### src/rtl/op_sequencer.sv
// op_sequencer: FIFO of host opcodes, each run through a SETUP/FIRE/RUN/DONE handshake with the control FSM.
// Define SEQ_WDOG_EN to build a watchdog that aborts a command stuck in RUN for WDOG_LIMIT cycles.
`ifndef NTT
`define NTT 2'd0
`endif
`ifndef PWM0
`define PWM0 2'd1
`endif
`ifndef PWM1
`define PWM1 2'd2
`endif
`ifndef INTT
`define INTT 2'd3
`endif

module op_sequencer #(
    parameter int DEPTH      = 4,
    parameter int WDOG_LIMIT = 4096
) (
    input  logic                     clk,
    input  logic                     rst,
    input  logic                     cmd_valid,
    input  logic [1:0]               cmd_op,
    output logic                     cmd_ready,
    output logic [1:0]               opcode,
    output logic                     start,
    input  logic                     finish,
    output logic                     busy,
    output logic                     op_done,
    output logic [1:0]               op_done_code,
    output logic                     timeout,
    output logic [$clog2(DEPTH):0]   level
);
    localparam int AW = $clog2(DEPTH);
    localparam int LW = AW + 1;
    localparam logic [LW-1:0] FULL = LW'(DEPTH);

    typedef enum logic [2:0] {IDLE, SETUP, FIRE, RUN, DONE} state_t;

    state_t        state, state_nx;
    logic [1:0]    mem [DEPTH];
    logic [AW-1:0] wptr, rptr;
    logic          push, pop, expire, load;

    assign cmd_ready    = level != FULL;
    assign push         = cmd_valid && cmd_ready;
    assign pop          = state == DONE || expire;
    assign load         = state == IDLE && level != '0;
    assign start        = state == FIRE;
    assign busy         = state != IDLE;
    assign op_done      = state == DONE;
    assign op_done_code = (op_done || timeout) ? opcode : 2'd0;

`ifdef SEQ_WDOG_EN
    localparam int CW = $clog2(WDOG_LIMIT + 1);
    localparam logic [CW-1:0] WLAST = CW'(WDOG_LIMIT - 1);
    logic [CW-1:0] wdog_cnt;
    logic          timeout_q;
    // Counter sits at zero outside RUN, so it is already clear on RUN entry.
    always_ff @(posedge clk or negedge rst) begin
        if (!rst) begin
            wdog_cnt  <= '0;
            timeout_q <= 1'b0;
        end else begin
            wdog_cnt  <= (state == RUN) ? wdog_cnt + 1'b1 : '0;
            timeout_q <= expire;
        end
    end
    assign expire  = state == RUN && !finish && wdog_cnt == WLAST;
    assign timeout = timeout_q;
`else
    assign expire  = 1'b0;
    assign timeout = 1'b0;
`endif

    always_comb begin
        state_nx = state;
        case (state)
            IDLE:    state_nx = load ? SETUP : IDLE;
            SETUP:   state_nx = FIRE;
            FIRE:    state_nx = RUN;
            RUN:     state_nx = finish ? DONE : (expire ? IDLE : RUN);
            DONE:    state_nx = IDLE;
            default: state_nx = IDLE;
        endcase
    end

    always_ff @(posedge clk or negedge rst) begin
        if (!rst) begin
            state  <= IDLE;
            opcode <= `NTT;
            level  <= '0;
            wptr   <= '0;
            rptr   <= '0;
        end else begin
            state  <= state_nx;
            opcode <= load ? mem[rptr] : opcode;
            level  <= level + LW'(push) - LW'(pop);
            wptr   <= push ? wptr + 1'b1 : wptr;
            rptr   <= pop ? rptr + 1'b1 : rptr;
        end
    end

    always_ff @(posedge clk) begin
        if (push) mem[wptr] <= cmd_op;
    end
endmodule

### config.mk
export PLATFORM = sky130hd
export DESIGN_NAME = op_sequencer
export DESIGN_NICKNAME = d
export VERILOG_FILES = /design/src/rtl/op_sequencer.sv
export SDC_FILE = /design/constraint.sdc
export NUM_CORES = 1
export LEC_CHECK = 0
export CORE_ASPECT_RATIO = 1.2
export CORE_MARGIN = 5
export CORE_UTILIZATION = 45
export DETAILED_ROUTE_END_ITERATION = 8
export GPL_TIMING_DRIVEN = 0
export PLACE_DENSITY = 0.71
export SLEW_MARGIN = 20
export SYNTH_ARGS = -nofsm -noshare
export SYNTH_HDL_FRONTEND = slang
export SYNTH_SLANG_ARGS = --single-unit
### constraint.sdc
create_clock -name clk -period 3.4 [get_ports clk]
set_input_delay 0.68 -clock clk [delete_from_list [all_inputs] [get_ports clk]]
set_output_delay 0.68 -clock clk [all_outputs]
set_load 0.1 [all_outputs]
==> flow_summary.toml, run 1 <==
[grt]
use_met2_pct = 20.0
grt_pass1_wl_microns = 2390
antenna_found_initial = 0
grt_max_degree = 13
met3_usage_pct = 2.24
use_met1_pct = 10.9
grt_usage_pct = 11.1
gr-max-usage-layer = "met2"
grt_overflow = 0
grt_pass1_vias = 560

[synth]
synth_edf_count = 8
synth-main-ff-cell = "dfrtp_1"
synthesis.nets = 78
syn_inst = 65
ys_seq_area_share_pct = 58.5
syn_area_sq_um = 925
ys_seq_elements = 20
syn-mean-instance-area_sq_um = 14.2
ys_types = 25
ys_warn_count = 0
synthArstFlopShare_pct = 60.0

[floorplanning]
start_util_pct = 46.1
core_sq_mm = 0.00200
fp.dieH_microns = 59.7
pin_count = 18
die-area_sq_mm = 0.00307
die_x_microns = 51.4
rows = 18

[setup_path]
critPathRequiredTime_ns = 2.72
regToRegSetupSlack_ns = 1.00
rr_worst_depth = 10
crit_start = "state[0]"
end_kind = "output pin"
worstPathMaxFanout = 5
setup.worst_path.end = "op_done"
rr_endpoint = "level[2]"
r2r_start = "level[1]"
arrival_ns = 2.40
path_class = "flop to output pin"
crit_path_start_kind = "flop"

[layout]
n_antenna_cell = 0
drive_above_1_share_pct = 18.8
areaGrowthSynthToFinish_pct = 25.2
nNetsFinal = 99

[clocking]
postCtsSetupBuffers = 0
clk_pin_slew_ns = 0.12
cts_hold_buffers = 0
htree_levels = 1
numCtsBuffers = 3
max-clock-path-buffers = 2
clkSinkCount = 20
clock_latency_ns = 0.31
clockRootBuffer = "clkbuf_4"
cts_resized = 0
cts_tree = "built"

[routing]
wirelength_microns = 1480
vias_per_cell = 5.20
antenna_left = 0
drc_errors = 0
drtIter0Drc = 12
vias = 546
drt_pass1_iterations = 4
avgRoutedWirePerCell_microns = 14.1

[timing]
fin_crit_sh_pct = 90.7
finalSetupViolations = 0
fin_crit_ns = 3.08
hold_viol = 0
fin_skew_ns = 0.0106
slew_violations = 0
max_freq_mhz = 324
max_slew_margin_pct = 35.1
finalSetupTns_ns = 0
setup_ws_ns = 0.315
rsz0062_at_grt = "false"
max_slew.worst_pin.slew_ns = 0.970

[hold_path]
hold_path.class = "flop to flop"

[outcome]
status = "finished, final reports clean"

[place]
gp_congestion = 0.663
dp_hpwl_microns = 1190
port_buffers = 16
dp_slack_ns = 0.645

[run]
drv_cap = 0
## worst min-delay path by stage
stage	cells past startpoint	end	startpoint	slack, ns
after detailed placement	1	state[1]	state[1]	0.50
after global routing	1	state[1]	state[1]	0.55
after CTS	1	state[1]	state[1]	0.52
after floorplan	0	level[0]	rst	0.38
final	1	state[1]	state[1]	0.51
after global placement	1	state[1]	state[1]	0.49
## cell usage after synthesis, types with 2 or more instances
cell	count	area [sq um]
inv_1	6	22.5
and3_1	2	12.5
mux4_2	2	45.0
mux2_2	2	22.5
xnor2_1	4	35.0
nor2_1	3	11.3
ha_1	6	75.1
edfxtp_1	8	240
dfrtp_1	12	300
and3_2	4	30.0
and2_1	2	12.5
## flip-flops by register name (all words and copies together) (netlist names)
signal and count:
mem 8, level 3, state 3, opcode 2
rptr 2, wptr 2
## critical path, stage by stage, from the launching register on
cell and delay [ns]:
dfrtp_1 0.42, nor2_1 0.26, and2_1 0.25, clkdlybuf4s50_1 1.16
## metrics by stage
step	cell area, sq um	hold WS [ns]	util, %	cells
final	1160	0.514	57.7	105
after global routing	1160	0.554	57.7	105
after CTS	1160	0.518	57.7	105
after detailed placement	1110	0.498	55.4	101
after global placement	1110	0.490	55.4	101
after floorplan	925	0.384	-	65
## cells by family after synthesis
group                    Yosys count  share of synthesized area, %
other                              1                         0.406
XOR/XNOR                           5                          4.74
AND/OR/NAND/NOR                   18                          12.4
adder cells (fa/ha/maj)            7                          10.3
flip-flops                        20                          58.5
multiplexers                       5                          8.93
AO/OA/AOI/OAI                      2                          1.49
buffers and inverters              7                          3.25
## cells in the final DEF (no fill, tap or decap), types with 2 or more instances in the layout
| master | instances |
|---|---|
| and3_1 | 2 |
| and3_2 | 4 |
| xnor2_1 | 4 |
| ha_1 | 6 |
| nor2_1 | 3 |
| and2_1 | 2 |
| inv_1 | 6 |
| clkbuf_4 | 3 |
| clkdlybuf4s50_1 | 16 |
| mux4_2 | 2 |
| mux2_2 | 2 |
| edfxtp_1 | 8 |
| dfrtp_1 | 12 |
## metal layers
| layer | part of all wire [%] | wire length (microns) | vias up |
|---|---|---|---|
| met2 | 54 | 800 | 13 |
| met1 | 39 | 577 | 268 |
| met5 | 0 | 0 | - |
| li1 | - | - | 260 |
| met4 | 3.3 | 49 | 0 |
| met3 | 3.5 | 51 | 5 |
## cell type report
class	instances	area (sq um)
well taps	20	25.0
repair buffers	16	160
inverters	6	22.5
fillers	182	847
plain buffers	1	7.51
clock buffers	4	47.5
flip-flops and latches	20	541
multi-input cells	38	354
Power of run 1 is not shown: default switching activity piles up to over one toggle a cycle in this logic, so the estimate is an artifact.
==> run 2, diff against run 1 <==
--- a/config.mk
+++ b/config.mk
@@ -8,6 +8,7 @@
 export CORE_ASPECT_RATIO = 1.2
 export CORE_MARGIN = 5
 export CORE_UTILIZATION = 45
+export CTS_BUF_LIST = sky130_fd_sc_hd__clkbuf_8
 export DETAILED_ROUTE_END_ITERATION = 8
 export GPL_TIMING_DRIVEN = 0
 export PLACE_DENSITY = 0.71
==> run 2 against run 1 <==
Effect of this change:
- final area rose by 2.1%
- die area unchanged
- sequential share of layout area fell by 0.94 points
- fmax grew 1.8%
- global-route usage stayed put
- clock-buffer cell count down 1
- wire length up 0.34%
- core utilization increased by 1.2 points
- critical path type unchanged
- largest cell class unchanged
==> flow_summary.toml, run 2 (synthesis gave the netlist of run 1 again) <==
[clocking]
clkSinkCount = 20
max-clock-path-buffers = 2
postCtsSetupBuffers = 0
htree_levels = 1
clock_latency_ns = 0.26
cts_hold_buffers = 0
numCtsBuffers = 3
cts_tree = "built"
clk_pin_slew_ns = 0.08
cts_resized = 0
clockRootBuffer = "clkbuf_8"

[routing]
vias = 548
vias_per_cell = 5.22
drtIter0Drc = 10
drt_pass1_iterations = 4
met2_length_microns = 803
avgRoutedWirePerCell_microns = 14.1
highest_layer = "met4"
antenna_left = 0
drc_errors = 0
wirelength_microns = 1480
dr_wl_met3_microns = 42
wl_met1_microns = 583

[layout]
register_area_sq_um = 541
nNetsFinal = 99
areaGrowthSynthToFinish_pct = 27.7
final_cell_mix = "clkdlybuf4s50_1, dfrtp_1, edfxtp_1"
fill_cells = 179
fin_cells = 105
reg_top3 = "mem: 8 flops, level: 3 flops, state: 3 flops"
fin_area_sq_mm = 0.00118
multi_input_area_sq_um = 354
top_register = "mem"
layout_commonest_cell = "clkdlybuf4s50_1"
drive_above_1_share_pct = 18.8
largest_reg_flops = 8
n_antenna_cell = 0

[floorplanning]
rows = 18
core_sq_mm = 0.00200
fp.dieH_microns = 59.7
die_x_microns = 51.4
pin_count = 18
start_util_pct = 46.1
die-area_sq_mm = 0.00307

[place]
post_dp_cell_area_sq_mm = 0.00111
dp_cells = 101
gp_congestion = 0.663
dp_hpwl_microns = 1190
port_buffers = 16

[setup_path]
arrival_ns = 2.35
worstPathMaxFanout = 5
path_class = "flop to output pin"
critPathRequiredTime_ns = 2.72
end_kind = "output pin"
crit_path_start_kind = "flop"

[outcome]
status = "finished, final reports clean"

[grt]
grt_pass1_vias = 559
grt_pass1_wl_microns = 2390
grt_usage_pct = 11.1
grt_max_degree = 13
antenna_found_initial = 0
grt_overflow = 0

[timing]
finalSetupViolations = 0
fin_skew_ns = 0.00818
hold_slack_ns = 0.509
finalSetupTns_ns = 0
max_freq_mhz = 330
slew_violations = 0
max_slew.worst_pin.slew_ns = 0.970
fin_crit_sh_pct = 89.1
rsz0062_at_grt = "false"
max_slew_margin_pct = 35.1
hold_viol = 0
fin_crit_ns = 3.03

[hold_path]
hold_path.class = "flop to flop"

[run]
drv_cap = 0
run 2: worst max-delay path, stage by stage, from the launching register on:
cell	delay, ns
dfrtp_1	0.40
nor2_1	0.26
and2_1	0.26
clkdlybuf4s50_1	1.16
run 2: cell type report:
type	count	share of cell area [%]
clock inverters	1	2.54
clock buffers	3	3.50
well taps	20	2.12
plain buffers	1	0.636
repair buffers	16	13.6
multi-input cells	38	30.0
inverters	6	1.91
flip-flops and latches	20	45.8
run 2: routing by layer:
layer / global-route usage (%) / vias up
met5: 0 / -
met4: 8.99 / 0
met3: 2.24 / 5
met2: 20.0 / 13
met1: 10.9 / 269
li1: - / 261
run 2: final timing paths:
path | startpoint | to | slack, ns | cells past startpoint
min reg2reg | state[1] | state[1] | 0.51 | 1
min in group asynchronous | rst | state[1] | 0.76 | 1
max | state[0] | op_done | 0.37 | 3
max reg2reg | level[1] | level[2] | 1.01 | 10
max in group asynchronous | rst | opcode[0] | 2.28 | 1
min | state[1] | state[1] | 0.51 | 1
run 2: stage by stage:
step | worst slack (ns) | utilization [%]
finish | 0.370 | 58.9
global route | 0.322 | 58.9
CTS | 0.375 | 58.9
detailed placement | 0.645 | 55.4
global placement | 0.693 | 55.4
floorplan | 0.282 | -
Power of run 2 is left out for the same reason.
